===== src/rtl/gpio_input_debounce.sv =====
`default_nettype none
//============================================================================
// Module : gpio_input_debounce
// Desc   : Per-bit 2-flop synchronizer, counter debouncer, rise/fall pulses
//          and sticky event flags for raw board GPIO inputs. Defining
//          GPIO_DEBOUNCE_IRQ_EN adds irq_mask/irq and a masked interrupt.
// Rev    : 1.0  initial release
//============================================================================
module gpio_input_debounce #(
    parameter int N_INPUTS        = 2,
    parameter int DEBOUNCE_CYCLES = 100000,
    parameter int CNT_W           = 17
) (
    input  logic                clk,
    input  logic                rst_n,
    input  logic [N_INPUTS-1:0] pin_in,
    output logic [N_INPUTS-1:0] level_out,
    output logic [N_INPUTS-1:0] rise_pulse,
    output logic [N_INPUTS-1:0] fall_pulse,
    output logic [N_INPUTS-1:0] event_flags,
    input  logic [N_INPUTS-1:0] event_clr
`ifdef GPIO_DEBOUNCE_IRQ_EN
    ,
    input  logic [N_INPUTS-1:0] irq_mask,
    output logic                irq
`endif
);

    localparam logic [CNT_W-1:0] c_last_cnt = CNT_W'(DEBOUNCE_CYCLES - 1);

    logic [N_INPUTS-1:0] r_sync1;
    logic [N_INPUTS-1:0] r_sync2;
    logic [N_INPUTS-1:0] w_diff;
    logic [N_INPUTS-1:0] w_fire;
    logic [N_INPUTS-1:0] w_rise_nxt;
    logic [N_INPUTS-1:0] w_fall_nxt;
    logic [N_INPUTS-1:0] w_flags_nxt;

    always_ff @(posedge clk or negedge rst_n) begin
        if (!rst_n) begin
            r_sync1 <= '0;
            r_sync2 <= '0;
        end else begin
            r_sync1 <= pin_in;
            r_sync2 <= r_sync1;
        end
    end

    // Each bit owns its counter; it saturates at c_last_cnt only for the
    // single cycle in which the level is committed, then restarts at zero.
    for (genvar i = 0; i < N_INPUTS; i++) begin : g_bit
        logic [CNT_W-1:0] r_cnt;

        assign w_diff[i] = r_sync2[i] ^ level_out[i];
        assign w_fire[i] = w_diff[i] && (r_cnt == c_last_cnt);

        always_ff @(posedge clk or negedge rst_n) begin
            if (!rst_n) begin
                r_cnt <= '0;
            end else if (!w_diff[i] || w_fire[i]) begin
                r_cnt <= '0;
            end else begin
                r_cnt <= r_cnt + CNT_W'(1);
            end
        end
    end

    assign w_rise_nxt  = w_fire & r_sync2;
    assign w_fall_nxt  = w_fire & ~r_sync2;
    // A new event on the same cycle as a clear keeps the flag set.
    assign w_flags_nxt = (event_flags & ~event_clr) | w_rise_nxt | w_fall_nxt;

    always_ff @(posedge clk or negedge rst_n) begin
        if (!rst_n) begin
            level_out   <= '0;
            rise_pulse  <= '0;
            fall_pulse  <= '0;
            event_flags <= '0;
        end else begin
            level_out   <= level_out ^ w_fire;
            rise_pulse  <= w_rise_nxt;
            fall_pulse  <= w_fall_nxt;
            event_flags <= w_flags_nxt;
        end
    end

`ifdef GPIO_DEBOUNCE_IRQ_EN
    always_ff @(posedge clk or negedge rst_n) begin
        if (!rst_n) begin
            irq <= 1'b0;
        end else begin
            irq <= |(w_flags_nxt & irq_mask);
        end
    end
`endif

endmodule
`default_nettype wire


===== config.mk =====
export PLATFORM = sky130hd
export DESIGN_NAME = gpio_input_debounce
export DESIGN_NICKNAME = d
export VERILOG_FILES = /design/src/rtl/gpio_input_debounce.sv
export SDC_FILE = /design/constraint.sdc
export NUM_CORES = 1
export LEC_CHECK = 0
export CORE_MARGIN = 5
export CORE_UTILIZATION = 45
export CTS_CLUSTER_DIAMETER = 120
export CTS_CLUSTER_SIZE = 14
export DETAILED_ROUTE_END_ITERATION = 10
export HOLD_SLACK_MARGIN = 0.03
export SYNTH_ARGS = -nofsm -noshare
export SYNTH_HDL_FRONTEND = slang
export SYNTH_SLANG_ARGS = --single-unit

===== constraint.sdc =====
create_clock -name clk -period 2.5 [get_ports clk]
set_clock_uncertainty 0.2 [all_clocks]
set_input_delay 0.25 -clock clk [delete_from_list [all_inputs] [get_ports clk]]
set_output_delay 0.25 -clock clk [all_outputs]
set_load 0.05 [all_outputs]

After elaboration in Yosys (flattened, before gate mapping)
Cells that the tools add are included.

Mux-type cells: 2. Reduce and logical (&&, ||, !) cells: 6. Bitwise operators: 10. Equality and inequality tests: 2. Add/sub/neg operators: 2.

Operator list (count): 17-bit by 1-bit adder with 17-bit output (second input constant) (2); 17-bit == test (second input constant) (2); 17-bit two-way mux (2); 2-bit bitwise AND (3); 2-bit NOT (2); 2-bit OR (2); 1-bit logical AND (2); 1-bit logical NOT (2); 1-bit logical OR (2); 1-bit XOR (2); 2-bit XOR (1).

Logic and storage cells: 30. Flip-flop bits (word level): 46. Output and inout bits: 8. Bits of input ports: 6.

Logic depth before layout (Yosys ltp)
Gate-level depths: netlist of the first run.

Depth after elaboration: 5. Depth in mapped cells: 6. Depth with buffers taken out: 5.

Worst setup path before layout of the first run
OpenSTA, ideal clock, no wires.

Path type: reg2reg. Start: reg g_bit[1].r_cnt[5]. End: reg (tool-made name). Arrival: 1.499 ns. Path buffers: 0. Slack: 0.676 ns. Clock period less this slack: 1.824 ns. Library setup time: 0.125 ns. Stages on the path, launching flop included: 4. Data required time: 2.175 ns. Cell sequence: dfrtp_1 nand4bb_1 or4_4 mux2_4.

RTL lines: start: declaration (RTL line 52) `logic [CNT_W-1:0] r_cnt;`; start signal: assignment (RTL line 63) `r_cnt <= r_cnt + CNT_W'(1);`.

==> reports/results.txt, run 1 <==
Status = finished, final reports clean
Row cnt = 24
Sw Ratio = 20.2%
Final layout net count = 226
Max Freq = 499 MHz
Commonest non-fill, non-tap cell in the layout = dfrtp_1
Leakage = 0.956 nW
H-tree levels = 2
Maximum vdd drop = 0.424 mV
Antenna-violating nets left = 0
Most frequent cells in the layout = 46 x dfrtp_1, 38 x nor2_1, 25 x xnor2_1
Yosys warns = 0
Dpl hpwl = 2800 um
Die height = 78.2 um
Fin crit period = 2.00 ns
Vias in the first global route = 1436
CTS resizes = 0
Post-route clock period utilization = 80.2%
DRC viols = 0
CP Cell Sequence = clkdlybuf4s50_1
Synth Register Bits = 46
Avg WL per Cell = 14.4 um
CTS tree = built
Layout cells sized above 1 = 7.34%
Rel. slew slack = 66.2%
Max cap viols = 0
Buffers on Ports = 13
Critical path class = flip-flop to output pin
Root Buffer = clkbuf_8
CP Launch Type = flip-flop
Area Overhead vs Synth = 14.3%
Clk pwr share = 40.4%
R2R Setup Slk = 0.58 ns
Post-Syn Instances = 199
Critical Path AT = 1.55 ns
Post-Route WL = 3890 um
Final setup TNS = 0 ns
Psw = 0.277 mW
Vias = 1479
Predominant post-synthesis flop cell = dfrtp_1
Synth Net Count = 207
I/O Pins = 14
Die X = 78.2 um
Initial Utilization = 47.2%
Int Power = 1.09 mW
Core Footprint = 4440 um2
First-pass GRT wire length = 6900 um
Crit end category = output pin
Crit path required time = 2.05 ns
Fin. Hold Viols = 0
FFs w/ async S/R, synth = 100%
DP Cell Count = 262
Max FO, Critical Path = 5
CTS Sinks = 46
EDFF count, synth = 0
RSZ-0062 raised after global routing = false
Comb pwr share = 3.8%
Worst skew pair latency = 0.29 ns
Worst-case clock buffer depth = 2
Pwr Total = 1.37 mW
Final Non-Filler Cells = 270
Number of buffers created by CTS = 5
Vias per cell = 5.48
Family with the most delay on the worst path = buffers and inverters
Final worst setup slack = 0.495 ns
Gpl congestion = 0.810
Avg Cell Area, Syn = 10.5 um2
Synth Cell Area = 2100 um2
Initial antenna violation count = 0
Reg clk slew, reported paths = 0.08 ns
Sequential fraction of the synthesis area = 54.9%
Reg power frac = 55.8%
Setup WS pre-CTS = 0.587 ns
Crit-path max cell delay = 0.83 ns
Worst hold-check path type = flip-flop to flip-flop
N_diodes = 0
Drt pass-1 iters = 4
Worst slew pin tran = 0.506 ns
Total gr overflow = 0
Power Dens Cells = 572 nW/um2
DR iter-0 viols = 90
CP max-delay cell = clkdlybuf4s50_1
Count of cell types in the netlist = 28
Die area = 6120 um2
Largest net degree at the start of global routing = 28
Worst Path Buf+Inv = 1
Final Setup Violations = 0
Final Max Tran Viols = 0
Gr usage total = 14.2%
==> cells in the mapped netlist, types with 2 or more instances <==
library cell | number | share of area, %
dfrtp_1 | 46 | 55
nor2_1 | 38 | 6.8
xnor2_1 | 25 | 10
nand3_1 | 14 | 3.3
nor4_1 | 11 | 3.3
inv_1 | 9 | 1.6
nand4_1 | 9 | 2.7
nor3_1 | 9 | 2.1
nand2_1 | 6 | 1.1
xor2_1 | 6 | 2.5
nor3b_1 | 4 | 1.4
nand4bb_1 | 3 | 1.6
and3_1 | 2 | 0.60
ha_1 | 2 | 1.2
o22ai_1 | 2 | 0.60
==> power by group through the flow <==
| stage | Clock (mW) | Combinational (mW) | Sequential [mW] |
|---|---|---|---|
| floorplan | 0 | 0.0280 | 0.777 |
| global placement | 0 | 0.0513 | 0.779 |
| detailed placement | 0 | 0.0518 | 0.780 |
| CTS | 0.571 | 0.0536 | 0.765 |
| global route | 0.604 | 0.0596 | 0.767 |
| finish | 0.554 | 0.0515 | 0.765 |
==> final timing paths <==
| path | start | endpoint | depth (start not counted) |
|---|---|---|---|
| setup reg to reg | g_bit[1].r_cnt[14] | flip-flop | 3 |
| max in group asynchronous | rst_n | g_bit[0].r_cnt[7] | 3 |
| setup / recovery | flip-flop | level_out[1] | 1 |
| hold / removal | r_sync1[1] | r_sync2[1] | 0 |
| min in group asynchronous | rst_n | g_bit[1].r_cnt[9] | 2 |
| hold reg to reg | r_sync1[1] | r_sync2[1] | 0 |
==> cells by family after synthesis <==
group / count (synthesis) / synth area share (%)
XOR/XNOR: 31 / 13.0
adder cells (fa/ha/maj): 2 / 1.19
buffers and inverters: 12 / 2.63
AO/OA/AOI/OAI: 3 / 1.01
multiplexers: 3 / 1.73
flip-flops: 46 / 54.9
AND/OR/NAND/NOR: 102 / 25.6
==> metal layers <==
metal  global-route usage, %  part of all wire (%)
met1                    19.5                    50
met5                       0                     0
met3                    4.00                   3.4
met4                    4.37                   1.2
met2                    21.7                    45
==> layout make-up <==
class / count / area [um2]
fillers: 404 / 2050
repair buffers: 15 / 143
inverters: 9 / 33.8
clock inverters: 1 / 30.0
flip-flops and latches: 46 / 1150
multi-input cells: 141 / 890
well taps: 52 / 65.1
clock buffers: 6 / 82.6
==> sequential cells by signal, indices dropped and copies added (netlist names), named ones only <==
signal,flops
g_bit.r_cnt,34
event_flags,2
fall_pulse,2
r_sync1,2
r_sync2,2
rise_pulse,2
==> stage by stage <==
stage / hold slack [ns] / instance area [um2] / utilization (%)
after global placement: 0.00360 / 2270 / 51.1
after CTS: 0.154 / 2390 / 53.9
after floorplan: -0.246 / 2100 / -
after global routing: 0.161 / 2390 / 53.9
final: 0.154 / 2390 / 53.9
after detailed placement: 0.00931 / 2270 / 51.1
==> repair_timing <==
item / in CTS / in global routing
hold buffers: 1 / 0
endpoints found under the hold margin: 19 / 0
setup buffers: 0 / 0
setup endpoints to repair: 0 / 0
Note: power is estimated with default switching activity, not from simulation.
==> run 2, diff against run 1 <==
--- a/config.mk
+++ b/config.mk
@@ -11,6 +11,7 @@
 export CTS_CLUSTER_SIZE = 14
 export DETAILED_ROUTE_END_ITERATION = 10
 export HOLD_SLACK_MARGIN = 0.03
+export PLACE_DENSITY = 0.66
 export SYNTH_ARGS = -nofsm -noshare
 export SYNTH_HDL_FRONTEND = slang
 export SYNTH_SLANG_ARGS = --single-unit
==> constraint.sdc (replaced) <==
create_clock -name clk -period 1.8 [get_ports clk]
set_clock_uncertainty 0.2 [all_clocks]
set_input_delay 0.18 -clock clk [delete_from_list [all_inputs] [get_ports clk]]
set_output_delay 0.18 -clock clk [all_outputs]
set_load 0.05 [all_outputs]
==> reports/results.txt, run 2 (synthesized netlist as in run 1, its figures left out) <==
Sw Ratio = 22.1% (+1.9 points)
Most frequent cells in the layout = 46 x dfrtp_1, 38 x nor2_1, 33 x buf_4
Final Max Tran Viols = 0 (unchanged)
H-tree levels = 2 (unchanged)
Initial antenna violation count = 0 (unchanged)
Post-route clock period utilization = 102%
Crit path from = g_bit[1].r_cnt[6]
Vias per cell = 5.32 (-2.9%)
Power Dens Cells = 747 nW/um2 (+31%)
Crit path required time = 1.80 ns (-0.25 ns)
Comb pwr share = 5.0% (+1.2 points)
Number of buffers created by CTS = 5 (unchanged)
CTS tree = built
Critical path class = flip-flop to flip-flop
Area post-placement = 2430 um2 (+7.0%)
Commonest non-fill, non-tap cell in the layout = dfrtp_1
Area Overhead vs Synth = 23.5%
FF-to-FF Start = g_bit[1].r_cnt[6]
Final instance area = 2590 um2 (+8.1%)
Die X = 78.2 um (unchanged)
Final setup TNS = -0.0304 ns (-0.0304 ns)
Worst-case clock buffer depth = 2 (unchanged)
Worst slew pin tran = 0.361 ns (-0.145 ns)
Max FO, Critical Path = 5 (unchanged)
Post-Route WL = 4100 um (+5.4%)
Fin. Hold Viols = 0 (unchanged)
Vias in the first global route = 1587 (+11%)
N_diodes = 0 (unchanged)
Rel. slew slack = 75.7% (+9.6 points)
Drt pass-1 iters = 4 (unchanged)
Final layout net count = 250 (+11%)
Crit end category = flip-flop
Gr usage total = 14.9% (+0.77 points)
Psw = 0.427 mW (+54%)
# fillers = 398 (-1.5%)
Violated checks = setup timing
Root Buffer = clkbuf_8
CP Launch Type = flip-flop
Family with the most delay on the worst path = simple AND/OR/NAND/NOR gates
Row cnt = 24 (unchanged)
Largest register FFs = 34 (unchanged)
Initial Utilization = 47.2% (unchanged)
Worst hold-check path type = input port to async pin
Maximum vdd drop = 0.498 mV (+17%)
Gpl congestion = 0.777 (-4.1%)
Vias = 1569 (+6.1%)
Layout cells sized above 1 = 22.6% (+15 points)
Post CTS Setup Buffer Count = 0 (unchanged)
Leakage = 1.10 nW (+15%)
Total gr overflow = 0 (unchanged)
Buffers on Ports = 13 (unchanged)
Core Footprint = 4440 um2 (unchanged)
Avg WL per Cell = 13.9 um (-3.5%)
Worst skew pair latency = 0.30 ns (about the same)
Antenna-violating nets left = 0 (unchanged)
First-pass GRT wire length = 7250 um (+5.0%)
Max Freq = 546 MHz
Reg power frac = 54.8% (-1.0 points)
Crit-path max cell delay = 0.61 ns (-0.22 ns)
Int Power = 1.51 mW (+38%)
Die height = 78.2 um (unchanged)
Fin crit period = 1.83 ns
Max cap viols = 0 (unchanged)
Worst Path Buf+Inv = 0 (-1)
Die area = 6120 um2 (unchanged)
Dpl hpwl = 2990 um (+6.6%)
RSZ-0062 raised after global routing = true
CP Cell Sequence = nand4bb_1 > or4_4 > mux2_4
CTS Sinks = 46 (unchanged)
DRC viols = 0 (unchanged)
Fin util = 58.2% (+4.4 points)
Largest net degree at the start of global routing = 20 (-29%)
Largest reg by FF count = g_bit.r_cnt
Reg clk slew, reported paths = 0.09 ns (about the same)
Critical Path AT = 1.83 ns (+0.28 ns)
Final Setup Violations = 1 (+1)
I/O Pins = 14 (unchanged)
CP max-delay cell = or4_4
Final worst setup slack = -0.0304 ns (-0.525 ns)
Clk pwr share = 40.2% (-0.2 points)
Status = complete, but fails checks
DR iter-0 viols = 32 (-64%)
==> run 2: changes by cell type in the layout (fill, tap and decap cells not counted), sizes merged <==
cell,change
clkinv,+1
clkdlybuf4s50,-8
inv,+1
buf,+32
clkbuf,-1
==> run 2: area by class of cell <==
cell class              instances  area [um2]  area share (%)
clock buffers                   5        68.8            2.66
clock inverters                 3        43.8            1.69
inverters                       9        33.8            1.30
multi-input cells             141         923            35.7
flip-flops and latches         46        1150            44.5
well taps                      52        65.1            2.51
repair buffers                 39         303            11.7
==> run 2: power by group through the flow <==
stage | clock network [mW] | registers [mW] | logic [mW]
floorplan | 0 | 1.08 | 0.0389
CTS | 0.804 | 1.06 | 0.0995
global placement | 0 | 1.08 | 0.0960
global route | 0.865 | 1.06 | 0.112
finish | 0.778 | 1.06 | 0.0970
detailed placement | 0 | 1.08 | 0.0975
==> run 2: what timing repair did <==
action / in CTS / in global routing
resized for setup: 0 / 6
setup endpoints to repair: 3 / 20
endpoints found under the hold margin: 46 / 0
pin swaps: 1 / 1
hold buffers: 1 / 0
==> run 2: per-layer routing <==
| layer | track usage [%] | up-vias | share of wire [%] |
|---|---|---|---|
| met3 | 3.20 | 6 | 3.7 |
| li1 | - | 771 | - |
| met5 | 0 | - | 0 |
| met2 | 26.1 | 31 | 52 |
| met1 | 18.3 | 761 | 43 |
| met4 | 5.24 | 0 | 1.1 |
==> run 2: per-stage QoR <==
step / std cells / power [mW] / setup slack, ns / hold slack [ns]
6_report: 295 / 1.93 / -0.0304 / 0.0855
3_5_place_dp: 286 / 1.18 / -0.0270 / -0.111
3_3_place_gp: 286 / 1.18 / 0.0207 / -0.116
4_1_cts: 295 / 1.96 / -0.0384 / 0.0790
2_1_floorplan: 199 / 1.12 / -0.0244 / -0.316
5_1_grt: 295 / 2.04 / -0.0822 / 0.103
==> run 2: final timing paths <==
check / endpoint / slack (ns) / cells past startpoint
worst max-delay path: flip-flop / -0.03 / 3
worst min-delay path: g_bit[0].r_cnt[9] / 0.09 / 2
worst max register to register: flip-flop / -0.03 / 3
worst min register to register: r_sync2[1] / 0.15 / 0
max in group asynchronous: r_sync1[1] / 0.77 / 3
min in group clk: r_sync1[1] / 0.12 / 1
==> run 3, diff against run 2 <==
--- a/config.mk
+++ b/config.mk
@@ -6,12 +6,13 @@
 export NUM_CORES = 1
 export LEC_CHECK = 0
 export CORE_MARGIN = 5
-export CORE_UTILIZATION = 45
+export CORE_UTILIZATION = 50
 export CTS_CLUSTER_DIAMETER = 120
 export CTS_CLUSTER_SIZE = 14
 export DETAILED_ROUTE_END_ITERATION = 10
+export GPL_ROUTABILITY_DRIVEN = 1
 export HOLD_SLACK_MARGIN = 0.03
-export PLACE_DENSITY = 0.66
+export PLACE_DENSITY = 0.72
 export SYNTH_ARGS = -nofsm -noshare
 export SYNTH_HDL_FRONTEND = slang
 export SYNTH_SLANG_ARGS = --single-unit
==> reports/results.txt, run 3 (synthesized netlist as in run 1, its figures left out) <==
Vias in the first global route = 1609 (+1.4%)
Total gr overflow = 0 (unchanged)
Largest register FFs = 34 (unchanged)
Root Buffer = clkbuf_8
Critical Path AT = 1.80 ns (-0.03 ns)
H-tree levels = 2 (unchanged)
First-pass GRT wire length = 6700 um (-7.5%)
Crit-path max cell delay = 0.49 ns (-0.12 ns)
R2R Setup Slk = -0.009 ns (+0.02 ns)
Crit path required time = 1.79 ns (about the same)
Gr usage total = 15.8% (+0.90 points)
Antenna-violating nets left = 0 (unchanged)
Most frequent cells in the layout = 46 x dfrtp_1, 38 x nor2_1, 36 x buf_4
Final setup TNS = -0.00931 ns (+0.0211 ns)
Core Footprint = 4030 um2 (-9.3%)
Register-to-Register Path Depth = 4 (+1)
Final instance area = 2600 um2 (+0.29%)
Die X = 74.7 um (-4.5%)
Vias per cell = 5.24 (-1.5%)
Largest net degree at the start of global routing = 47 (+140%)
Fin util = 64.4% (+6.2 points)
Hold Worst Slack = 0.106 ns (+0.0204 ns)
I/O Pins = 14 (unchanged)
CP Launch Type = flip-flop
Pwr Total = 1.79 mW (-7.5%)
N_diodes = 0 (unchanged)
Drt pass-1 iters = 4 (unchanged)
Maximum vdd drop = 0.533 mV (+7.1%)
CP max-delay cell = or4_4
CTS Sinks = 46 (unchanged)
Rel. slew slack = 63.6% (-12 points)
Fin crit period = 1.81 ns (-0.0211 ns)
DR iter-0 viols = 49 (+53%)
Crit end category = flip-flop
Dpl hpwl = 2730 um (-8.7%)
Layout cells sized above 1 = 24.4% (+1.8 points)
Max cap viols = 0 (unchanged)
Area post-placement = 2410 um2 (-0.72%)
Status = complete, but fails checks
FF-to-FF Start = g_bit[1].r_cnt[0]
CTS tree = built
Worst-case clock buffer depth = 2 (unchanged)
Post-Route WL = 3940 um (-3.8%)
Vias = 1551 (-1.1%)
Max Freq = 553 MHz (+1.2%)
Number of buffers created by CTS = 5 (unchanged)
Row cnt = 23 (-4.2%)
Worst skew pair latency = 0.30 ns (about the same)
Avg WL per Cell = 13.3 um (-4.1%)
Gpl congestion = 0.816 (+5.0%)
Power Dens Cells = 689 nW/um2 (-7.7%)
Largest reg by FF count = g_bit.r_cnt
Fin. Hold Viols = 0 (unchanged)
Initial Utilization = 52.0% (+4.9 points)
Initial antenna violation count = 0 (unchanged)
Die height = 74.7 um (-4.5%)
CP Cell Sequence = ha_2 > nand4bb_1 > or4_4 > mux2_4
Buffers on Ports = 13 (unchanged)
DRC viols = 0 (unchanged)
Commonest non-fill, non-tap cell in the layout = dfrtp_1
Setup WS pre-CTS = -0.0296 ns (-0.00258 ns)
Crit path from = g_bit[1].r_cnt[0]
Leakage = 1.10 nW (-0.18%)
Final Non-Filler Cells = 296 (+0.34%)
Reg clk slew, reported paths = 0.09 ns (about the same)
Violated checks = setup timing
Critical path class = flip-flop to flip-flop
Final Setup Violations = 1 (unchanged)
Final worst setup slack = -0.00931 ns (+0.0211 ns)
Die area = 5590 um2 (-8.8%)
RSZ-0062 raised after global routing = true
Area Overhead vs Synth = 23.9%
Max FO, Critical Path = 5 (unchanged)
Final layout net count = 253 (+1.2%)
Worst hold-check path type = input port to flip-flop
Final Max Tran Viols = 0 (unchanged)
DP Cell Count = 282 (-1.4%)
Worst slew pin tran = 0.546 ns (+0.185 ns)
Post-route clock period utilization = 101% (-1.2 points)
## run 3: power breakdown
group          internal [mW]  total, mW  switching, mW
sequential              1.05       1.06         0.0125
combinational         0.0469      0.101         0.0543
clock                  0.273      0.629          0.356
## run 3: metal layers
metal | vias to the layer above | GRT usage, % | routed length (um)
li1 | 781 | - | -
met5 | - | 0 | 0
met2 | 21 | 27.4 | 2010
met3 | 7 | 5.47 | 150
met1 | 742 | 17.8 | 1740
met4 | 0 | 6.52 | 51
## run 3: worst min-delay path by stage
stage	startpoint	end	slack [ns]	cells past startpoint
finish	pin_in[0]	r_sync1[0]	0.11	1
global route	pin_in[0]	r_sync1[0]	0.10	1
CTS	pin_in[0]	r_sync1[0]	0.09	1
detailed placement	rst_n	g_bit[0].r_cnt[16]	0.09	2
global placement	rst_n	g_bit[0].r_cnt[7]	0.09	2
floorplan	rst_n	async pin	-0.32	0
## run 3: worst max-delay path, delay by kind of cell, from the launching register on
family                     cells  cell delay, ns
adders and majority gates      1            0.20
DFF                            1            0.36
muxes                          1            0.31
and+or+nand+nor                2            0.62
## run 3: cell type report
class / count / area (um2)
clock buffers: 5 / 68.8
fillers: 331 / 1430
flip-flops and latches: 46 / 1150
well taps: 50 / 62.6
inverters: 9 / 33.8
multi-input cells: 141 / 933
repair buffers: 42 / 325
clock inverters: 3 / 21.3
## run 3: what timing repair did
item                                    in CTS  in global routing
buffers inserted                             2                  3
endpoints found under the hold margin       46                  0
endpoints found under the setup margin       4                 31
gates cloned                                 0                  0
gates resized for setup                      1                  7
pin swaps                                    2                  1
hold buffers                                 1                  0
